<file path="config.mk">
export PLATFORM = sky130hd
export DESIGN_NAME = uart_rx_fifo
export DESIGN_NICKNAME = d
export VERILOG_FILES = /design/src/rtl/uart_rx_fifo.sv
export SDC_FILE = /design/constraint.sdc
export NUM_CORES = 1
export LEC_CHECK = 0
export CORE_MARGIN = 2
export CORE_UTILIZATION = 46
export DETAILED_ROUTE_END_ITERATION = 12
export HOLD_SLACK_MARGIN = 0.15
export PLACE_DENSITY = 0.75
export SKIP_CTS_REPAIR_TIMING = 1
export SYNTH_ARGS = -nofsm -noshare
export SYNTH_HDL_FRONTEND = slang
export SYNTH_SLANG_ARGS = --single-unit
export TNS_END_PERCENT = 30
</file>
<file path="constraint.sdc">
create_clock -name CLK -period 3.8 [get_ports CLK]
set_clock_uncertainty 0.1 [all_clocks]
set_input_delay 0.38 -clock CLK [delete_from_list [all_inputs] [get_ports CLK]]
set_output_delay 0.38 -clock CLK [all_outputs]
set_load 0.01 [all_outputs]
</file>
<file path="src/rtl/uart_rx_fifo.sv">
// UART receive byte buffer: edge-detected capture into a circular FWFT FIFO with sticky overflow.
// Optional almost_full output is built only when UART_RX_FIFO_AF_EN is defined.
module uart_rx_fifo #(
  parameter int DATA_WIDTH = 8,
  parameter int DEPTH      = 8,
  parameter int AF_THRESH  = 6
) (
  input  logic                    CLK,
  input  logic                    RST,
  input  logic [DATA_WIDTH-1:0]   rx_data,
  input  logic                    rx_valid,
  input  logic                    rd_ready,
  input  logic                    clr_ovf,
  output logic [DATA_WIDTH-1:0]   rd_data,
  output logic                    rd_valid,
  output logic                    full,
  output logic                    empty,
  output logic [$clog2(DEPTH):0]  count,
`ifdef UART_RX_FIFO_AF_EN
  output logic                    almost_full,
`endif
  output logic                    overflow
);

  localparam int AW = $clog2(DEPTH);
  localparam int CW = AW + 1;

  logic [DATA_WIDTH-1:0] mem [DEPTH];
  logic [AW-1:0]         rd_ptr, wr_ptr;
  logic                  rx_valid_d;
  logic                  push, pop, wr_en, drop;
  logic [CW-1:0]         count_nxt;

  assign push  = rx_valid & ~rx_valid_d;
  assign pop   = rd_valid & rd_ready;
  // A pop on the same edge frees the head slot, so a full FIFO can still accept.
  assign wr_en = push & (~full | pop);
  assign drop  = push & full & ~pop;

  assign full     = (count == CW'(DEPTH));
  assign empty    = (count == '0);
  assign rd_valid = ~empty;
  assign rd_data  = mem[rd_ptr];

  always_comb begin
    count_nxt = count;
    case ({wr_en, pop})
      2'b10:   count_nxt = count + CW'(1);
      2'b01:   count_nxt = count - CW'(1);
      default: count_nxt = count;
    endcase
  end

  // Storage is deliberately left out of reset.
  always_ff @(posedge CLK) begin
    if (wr_en) mem[wr_ptr] <= rx_data;
  end

  always_ff @(posedge CLK or posedge RST) begin
    if (RST) begin
      rd_ptr     <= '0;
      wr_ptr     <= '0;
      count      <= '0;
      overflow   <= 1'b0;
      rx_valid_d <= 1'b0;
    end else begin
      rx_valid_d <= rx_valid;
      count      <= count_nxt;
      if (wr_en) wr_ptr <= wr_ptr + AW'(1);
      if (pop)   rd_ptr <= rd_ptr + AW'(1);
      // A drop on the same edge as a clear keeps the flag set.
      if (drop)         overflow <= 1'b1;
      else if (clr_ovf) overflow <= 1'b0;
    end
  end

`ifdef UART_RX_FIFO_AF_EN
  always_ff @(posedge CLK or posedge RST) begin
    if (RST) almost_full <= 1'b0;
    else     almost_full <= (count_nxt >= CW'(AF_THRESH));
  end
`endif

endmodule

</file>
==> summary.txt <==
Outcome
  – Status: complete, no violations

Global route
  – First-pass GRT wire length: 8330 um
  – Global-route usage over all layers: 0.156
  – Largest net degree at the start of global routing: 19
  – Vias in the first global route: 1623
  – Met1 Use GR: 0.212
  – Gr busiest metal: met2
  – Congestion Overflow GR: 0
  – Met2 Resource Use GR: 0.235
  – Antenna violations before repair: 0
  – Met3 Usage GRT: 0.0370

Route
  – Total Routed Length: 5250 um
  – DRC Markers: 0
  – Vias/cell: 5.38
  – Via count: 1538
  – Post-DRT Antenna Nets: 0
  – Drt wl/cell: 18.3 um
  – First drt pass iteration count: 4
  – Initial DRC Count: 87

Timing
  – Fin crit period: 3.20 ns
  – Final hold vios: 0
  – Fmax: 312 MHz
  – Setup TNS: 0 ns
  – Fin Hold WS: 0.230 ns
  – Rel. slew slack: 0.413
  – Slew Viols, Final: 0
  – Final-report setup violation count: 0
  – Final WS setup: 0.598 ns
  – RSZ-0062 raised after global routing: false
  – Final Cycle Share: 0.843
  – Slew @ Worst Pin: 0.877 ns

Critical path
  – Crit path kind: reg2reg
  – Critical Path, Cell by Cell: or4b_4 > o21ai_2 > ha_1 > or3b_1 > a2111oi_0 > o221ai_1
  – Worst Path Required: 3.92 ns
  – Critical Path Start Type: flip-flop
  – Reg-to-Reg End: count[3]$_DFFE_PP0P_
  – Crit end category: flip-flop
  – CP peak stage delay: 0.60 ns
  – Reg2reg setup slack: 0.60 ns
  – R2R cell count: 6
  – Worst R2R Start: count[0]$_DFFE_PP0P_
  – Slowest-stage cell, CP: or4b_4
  – Max FO, Critical Path: 12
  – Arr. time, crit path: 3.32 ns

Layout
  – Ant. Diodes: 0
  – Nets: 219
  – Layout cell share with drive strength beyond 1: 0.272
  – Area growth syn-to-layout: 19.1%
  – FILL cells: 523

Yosys
  – Post-Syn Area per Cell: 19.1 um2
  – Asr flop ratio synth: 0.158
  – Most common cell in the netlist: edfxtp_1
  – Synth Register Bits: 76
  – Synthesized area: 0.00317 mm2
  – Post-synth EDFFs: 64
  – Ranking of synthesized cells by area: edfxtp_1 (61%), mux4_2 (11%), dfrtp_1 (9.5%), mux2_2 (3.9%), ha_1 (2.0%)
  – Net count after synthesis: 184
  – Top cell type's share of synthesized area: 0.607
  – Mapped Cells: 166
  – Netlist cell types: 37
  – Synth warn: 0
  – Synth Flop Type: edfxtp_1
  – Cell taking the most area after synthesis: edfxtp_1
  – Top cells by count, synth: edfxtp_1 (64), mux4_2 (16), dfrtp_1 (12), mux2_2 (11), inv_1 (7)
  – Post-synthesis sequential area ratio: 0.702

Floorplanning
  – DIE AREA: 0.00756 mm2
  – Starting density of the core: 0.471
  – Die width: 87.0 um
  – I/O pin cnt: 29
  – Core Area: 0.00672 mm2
  – Num rows: 30
  – Die Y: 87.0 um

Placed design
  – IO buf count: 28
  – GPL Wtd Cong: 0.766
  – Pre-CTS setup slack: 0.635 ns
  – HPWL after DPL: 3240 um

Pwr
  – Pwr dens: 719 mW/mm2
  – Total leakage power: 0.00129 uW
  – Peak supply drop: 298 uV

Clock tree
  – Skew-Pair Late Insertion Delay: 0.35 ns
  – Clk slew on worst S/H paths: 0.08 ns
  – TritonCTS Sinks: 76
  – Root Buffer: clkbuf_8
  – Total CTS buffers: 9
  – H-tree Lvls: 3
  – CTS tree: built
  – Max clock buf depth: 2

Run
  – Max Cap Viol: 0

Worst hold path
  – Worst Hold Class: in2async
==> flip-flops by register name, indices dropped and copies added (netlist names) <==
| signal | cells |
|---|---|
| overflow | 1 |
| wr_ptr | 3 |
| rx_valid_d | 1 |
| count | 4 |
| rd_ptr | 3 |
| mem | 64 |
==> worst max path at each step <==
stage	startpoint	end	slack [ns]	cells after the start
after global placement	count[0]$_DFFE_PP0P_	count[3]$_DFFE_PP0P_	0.81	6
after CTS	count[0]$_DFFE_PP0P_	count[3]$_DFFE_PP0P_	0.64	6
after floorplan	count[1]$_DFFE_PP0P_	count[3]$_DFFE_PP0P_	0.97	9
after detailed placement	count[0]$_DFFE_PP0P_	count[3]$_DFFE_PP0P_	0.63	6
after global routing	count[0]$_DFFE_PP0P_	count[3]$_DFFE_PP0P_	0.19	6
final	count[0]$_DFFE_PP0P_	count[3]$_DFFE_PP0P_	0.60	6
==> metal layers <==
layer / wire (um) / vias up
met5: 0 / -
met4: 109 / 0
met3: 172 / 10
met2: 2500 / 35
met1: 2460 / 765
li1: - / 728
==> worst max-delay path, delay by kind of cell, from the launching register on <==
kind / cells / cell delay, ns
AOI/OAI and AO/OA: 3 / 1.13
and+or+nand+nor: 2 / 0.99
DFF: 1 / 0.47
adders and majority gates: 1 / 0.37
==> cells by family after synthesis <==
| logic type | synth area share |
|---|---|
| AND/OR/NAND/NOR | 0.0502 |
| adder cells (fa/ha/maj) | 0.0198 |
| buffers and inverters | 0.0300 |
| AO/OA/AOI/OAI | 0.0225 |
| flip-flops | 0.702 |
| XOR/XNOR | 0.0194 |
| multiplexers | 0.156 |
==> report_power, final <==
part / switching [uW] / total, uW / internal (uW)
logic: 301 / 837 / 536
clock network: 302 / 676 / 374
registers: 184 / 1200 / 1010
total: 787 / 2710 / 1920
==> layout make-up <==
type / count / area (um2) / area share
Timing Repair Buffer: 35 / 333 / 0.0883
Tap cell: 80 / 100 / 0.0266
Clock inverter: 7 / 97.6 / 0.0259
Clock buffer: 9 / 124 / 0.0329
Multi-Input combinational cell: 72 / 867 / 0.230
Sequential cell: 76 / 2220 / 0.589
Inverter: 7 / 26.3 / 0.00697
==> cell usage in the layout, fill, tap and decap left out, types with 2 or more instances in the layout <==
cell	Yosys	layout
mux4_2	16	16
nand3b_1	2	2
nor2b_1	2	2
nor2_1	4	4
mux2_2	11	11
nor4b_2	0	3
clkdlybuf4s50_1	0	28
bufinv_16	0	2
inv_1	7	7
clkbuf_8	0	9
dfrtp_1	12	12
nand3_1	2	2
ha_1	5	5
edfxtp_1	64	64
nand2_1	2	2
xnor2_1	6	6
inv_6	0	3
buf_4	1	7
==> metrics by stage <==
stage          cells  instance area [um2]   util  power, uW
2_1_floorplan    166                 3170      -       1750
3_3_place_gp     270                 3550  0.528       2060
3_5_place_dp     270                 3550  0.528       2070
4_1_cts          286                 3770  0.561       2750
5_1_grt          286                 3770  0.561       2870
6_report         286                 3770  0.561       2710
No activity file was read; power rests on OpenSTA's default activity.
==> variant (config.mk and constraints unchanged) <==
Build with the macro `UART_RX_FIFO_AF_EN` defined.
--- a/src/rtl/uart_rx_fifo.sv
+++ b/src/rtl/uart_rx_fifo.sv
@@ -1,5 +1,7 @@
 // UART receive byte buffer: edge-detected capture into a circular FWFT FIFO with sticky overflow.
 // Optional almost_full output is built only when UART_RX_FIFO_AF_EN is defined.
+`define UART_RX_FIFO_AF_EN
+
 module uart_rx_fifo #(
   parameter int DATA_WIDTH = 8,
   parameter int DEPTH      = 8,
Check against the original RTL (old outputs only; new: almost_full): equivalent (equiv_simple and equiv_induct, registers matched by name and starting in step).
==> variant against the unedited design <==
- power down 4.9%
- first-iteration DRC count up 98%
- cell area shrank 1.5%
- worst setup slack gained 0.033 ns
- via count rose by 2.9%
- sequential cell count grew 1
- area after synthesis rose by 0.20%
- wire length up 5.1%
- critical endpoint is now rd_data[6]
==> variant: results (changes against the unedited design) <==
stage,metric,value,unit,change
placed_design,Final GP Congestion,0.753,,-1.7%
critical_path,"critical path fanouts, max",12,,unchanged
grt,GRT Overall Usage,0.160,,+0.00422
yosys,fraction of registers with async set/reset,0.169,,+0.0109
critical_path,Worst path slowest cell,dfrtp_1,,
critical_path,Worst Path Arrival,2.69,ns,-0.63 ns
clocking,Num CTS Buffers,9,,unchanged
route,via/cell ratio,5.40,,+0.40%
placed_design,Final HPWL DP,3.49,mm,+7.8%
clocking,H-tree Lvls,3,,unchanged
route,Pre-antenna DRT Iters,4,,unchanged
yosys,register area share after synthesis,0.708,,+0.00650
yosys,Post-synth top cells,"64 x edfxtp_1, 16 x mux4_2, 13 x dfrtp_1, 9 x mux2_2",,
power,maximum vdd drop,0.000216,V,-27%
grt,GR Layer Usage met3,0.0417,,+0.00474
critical_path,"Largest stage delay, worst path",0.78,ns,+0.18 ns
yosys,share of the synthesized area in the top cell type,0.606,,-0.00120
clocking,clk buf depth,2,,unchanged
yosys,Ys Warns,0,,unchanged
finish,fill count,512,,-2.1%
grt,initial antenna violation count,0,,unchanged
yosys,synthesized net count,190,,+3.3%
route,Avg WL per Cell,18.8,um,+2.6%
yosys,Yosys cell types,31,,-16%
critical_path,CP Launch Point,rd_ptr[0],,
critical_path,reg2reg start,count[1],,
finish,ANT cells,0,,unchanged
grt,vias in the first global route,1579,,-2.7%
timing,Slew headroom,0.391,,-0.0226
placed_design,port bufs,29,,+3.6%
route,Starting DRT DRC Count,172,,+98%
placed_design,Placed Area,0.00355,sq mm,unchanged
grt,first-pass GRT wire length,8.67,mm,+4.1%
yosys,number of synthesized flops with an enable pin,64,,unchanged
grt,GRT met1 Usage,0.223,,+0.0109
min_path,worst hold path class,in -> async,,
power,Leak Pwr,1.27,nW,-1.4%
outcome,status,"complete, no violations",,
placed_design,Place WS,0.859,ns,+0.224 ns
grt,largest net degree at the start of global routing,19,,unchanged
finish,layout cells sized above 1,0.221,,-0.0512
clocking,Worst-Skew Late Latency,0.34,ns,
yosys,"top cells by area, synth","edfxtp_1 61%, mux4_2 11%, dfrtp_1 10%",,
grt,met2 usage,0.247,,+0.0118
finish,largest registers,"mem (64), count (4)",,
finish,fin util,0.553,,-0.00838
finish,Nets,226,,+3.2%
[variant: critical path: cells and delay by family, from the launching register on]
| family | cells | cell delay [ns] |
|---|---|---|
| mux | 2 | 0.78 |
| flops | 1 | 0.78 |
| buf+inv | 2 | 0.79 |
[variant: cell families (layout without fill, tap and decap cells)]
kind of cell	Yosys count	in the layout	share of synthesized area
AOI/OAI and AO/OA	6	6	0.0118
muxes	28	28	0.157
DFF	77	77	0.708
adders and majority gates	5	5	0.0197
xor gates and xnor gates	7	7	0.0193
buffers and inverters	14	55	0.0221
and+or+nand+nor	35	35	0.0619
[variant: layout make-up]
class,count,area share
clock buffer,10,0.0344
multi-input combinational,81,0.230
tap,80,0.0270
clock inverter,6,0.0101
inverter,5,0.00505
timing repair buffer,34,0.0883
sequential,77,0.605
[variant: where the power goes]
group | switching [mW] | internal (mW) | total, mW | leakage, nW
Sequential | 0.181 | 1.03 | 1.21 | 0.733
Combinational | 0.311 | 0.535 | 0.845 | 0.454
Clock | 0.288 | 0.235 | 0.522 | 0.0801
[variant: layer usage]
metal | routed length (um) | share of wire
met1 | 2390 | 0.43
met2 | 2680 | 0.49
met3 | 392 | 0.071
met4 | 60 | 0.011
met5 | 0 | 0
[variant: worst paths after layout]
| kind | cells past startpoint | to | slack (ns) |
|---|---|---|---|
| worst max-delay path | 4 | rd_data[6] | 0.63 |
| worst min-delay path | 2 | almost_full | 0.26 |
| worst max register to register | 9 | almost_full | 0.99 |
| worst min register to register | 1 | wr_ptr[0] | 0.43 |
| max in group asynchronous | 2 | rd_ptr[0] | 2.99 |
| min in group CLK | 1 | wr_ptr[0] | 0.43 |
[variant: stage by stage]
stage          hold WS, ns  instances
2_1_floorplan        0.157        172
3_3_place_gp         0.410        277
3_5_place_dp         0.422        277
4_1_cts              0.281        293
5_1_grt              0.339        293
6_report             0.264        293
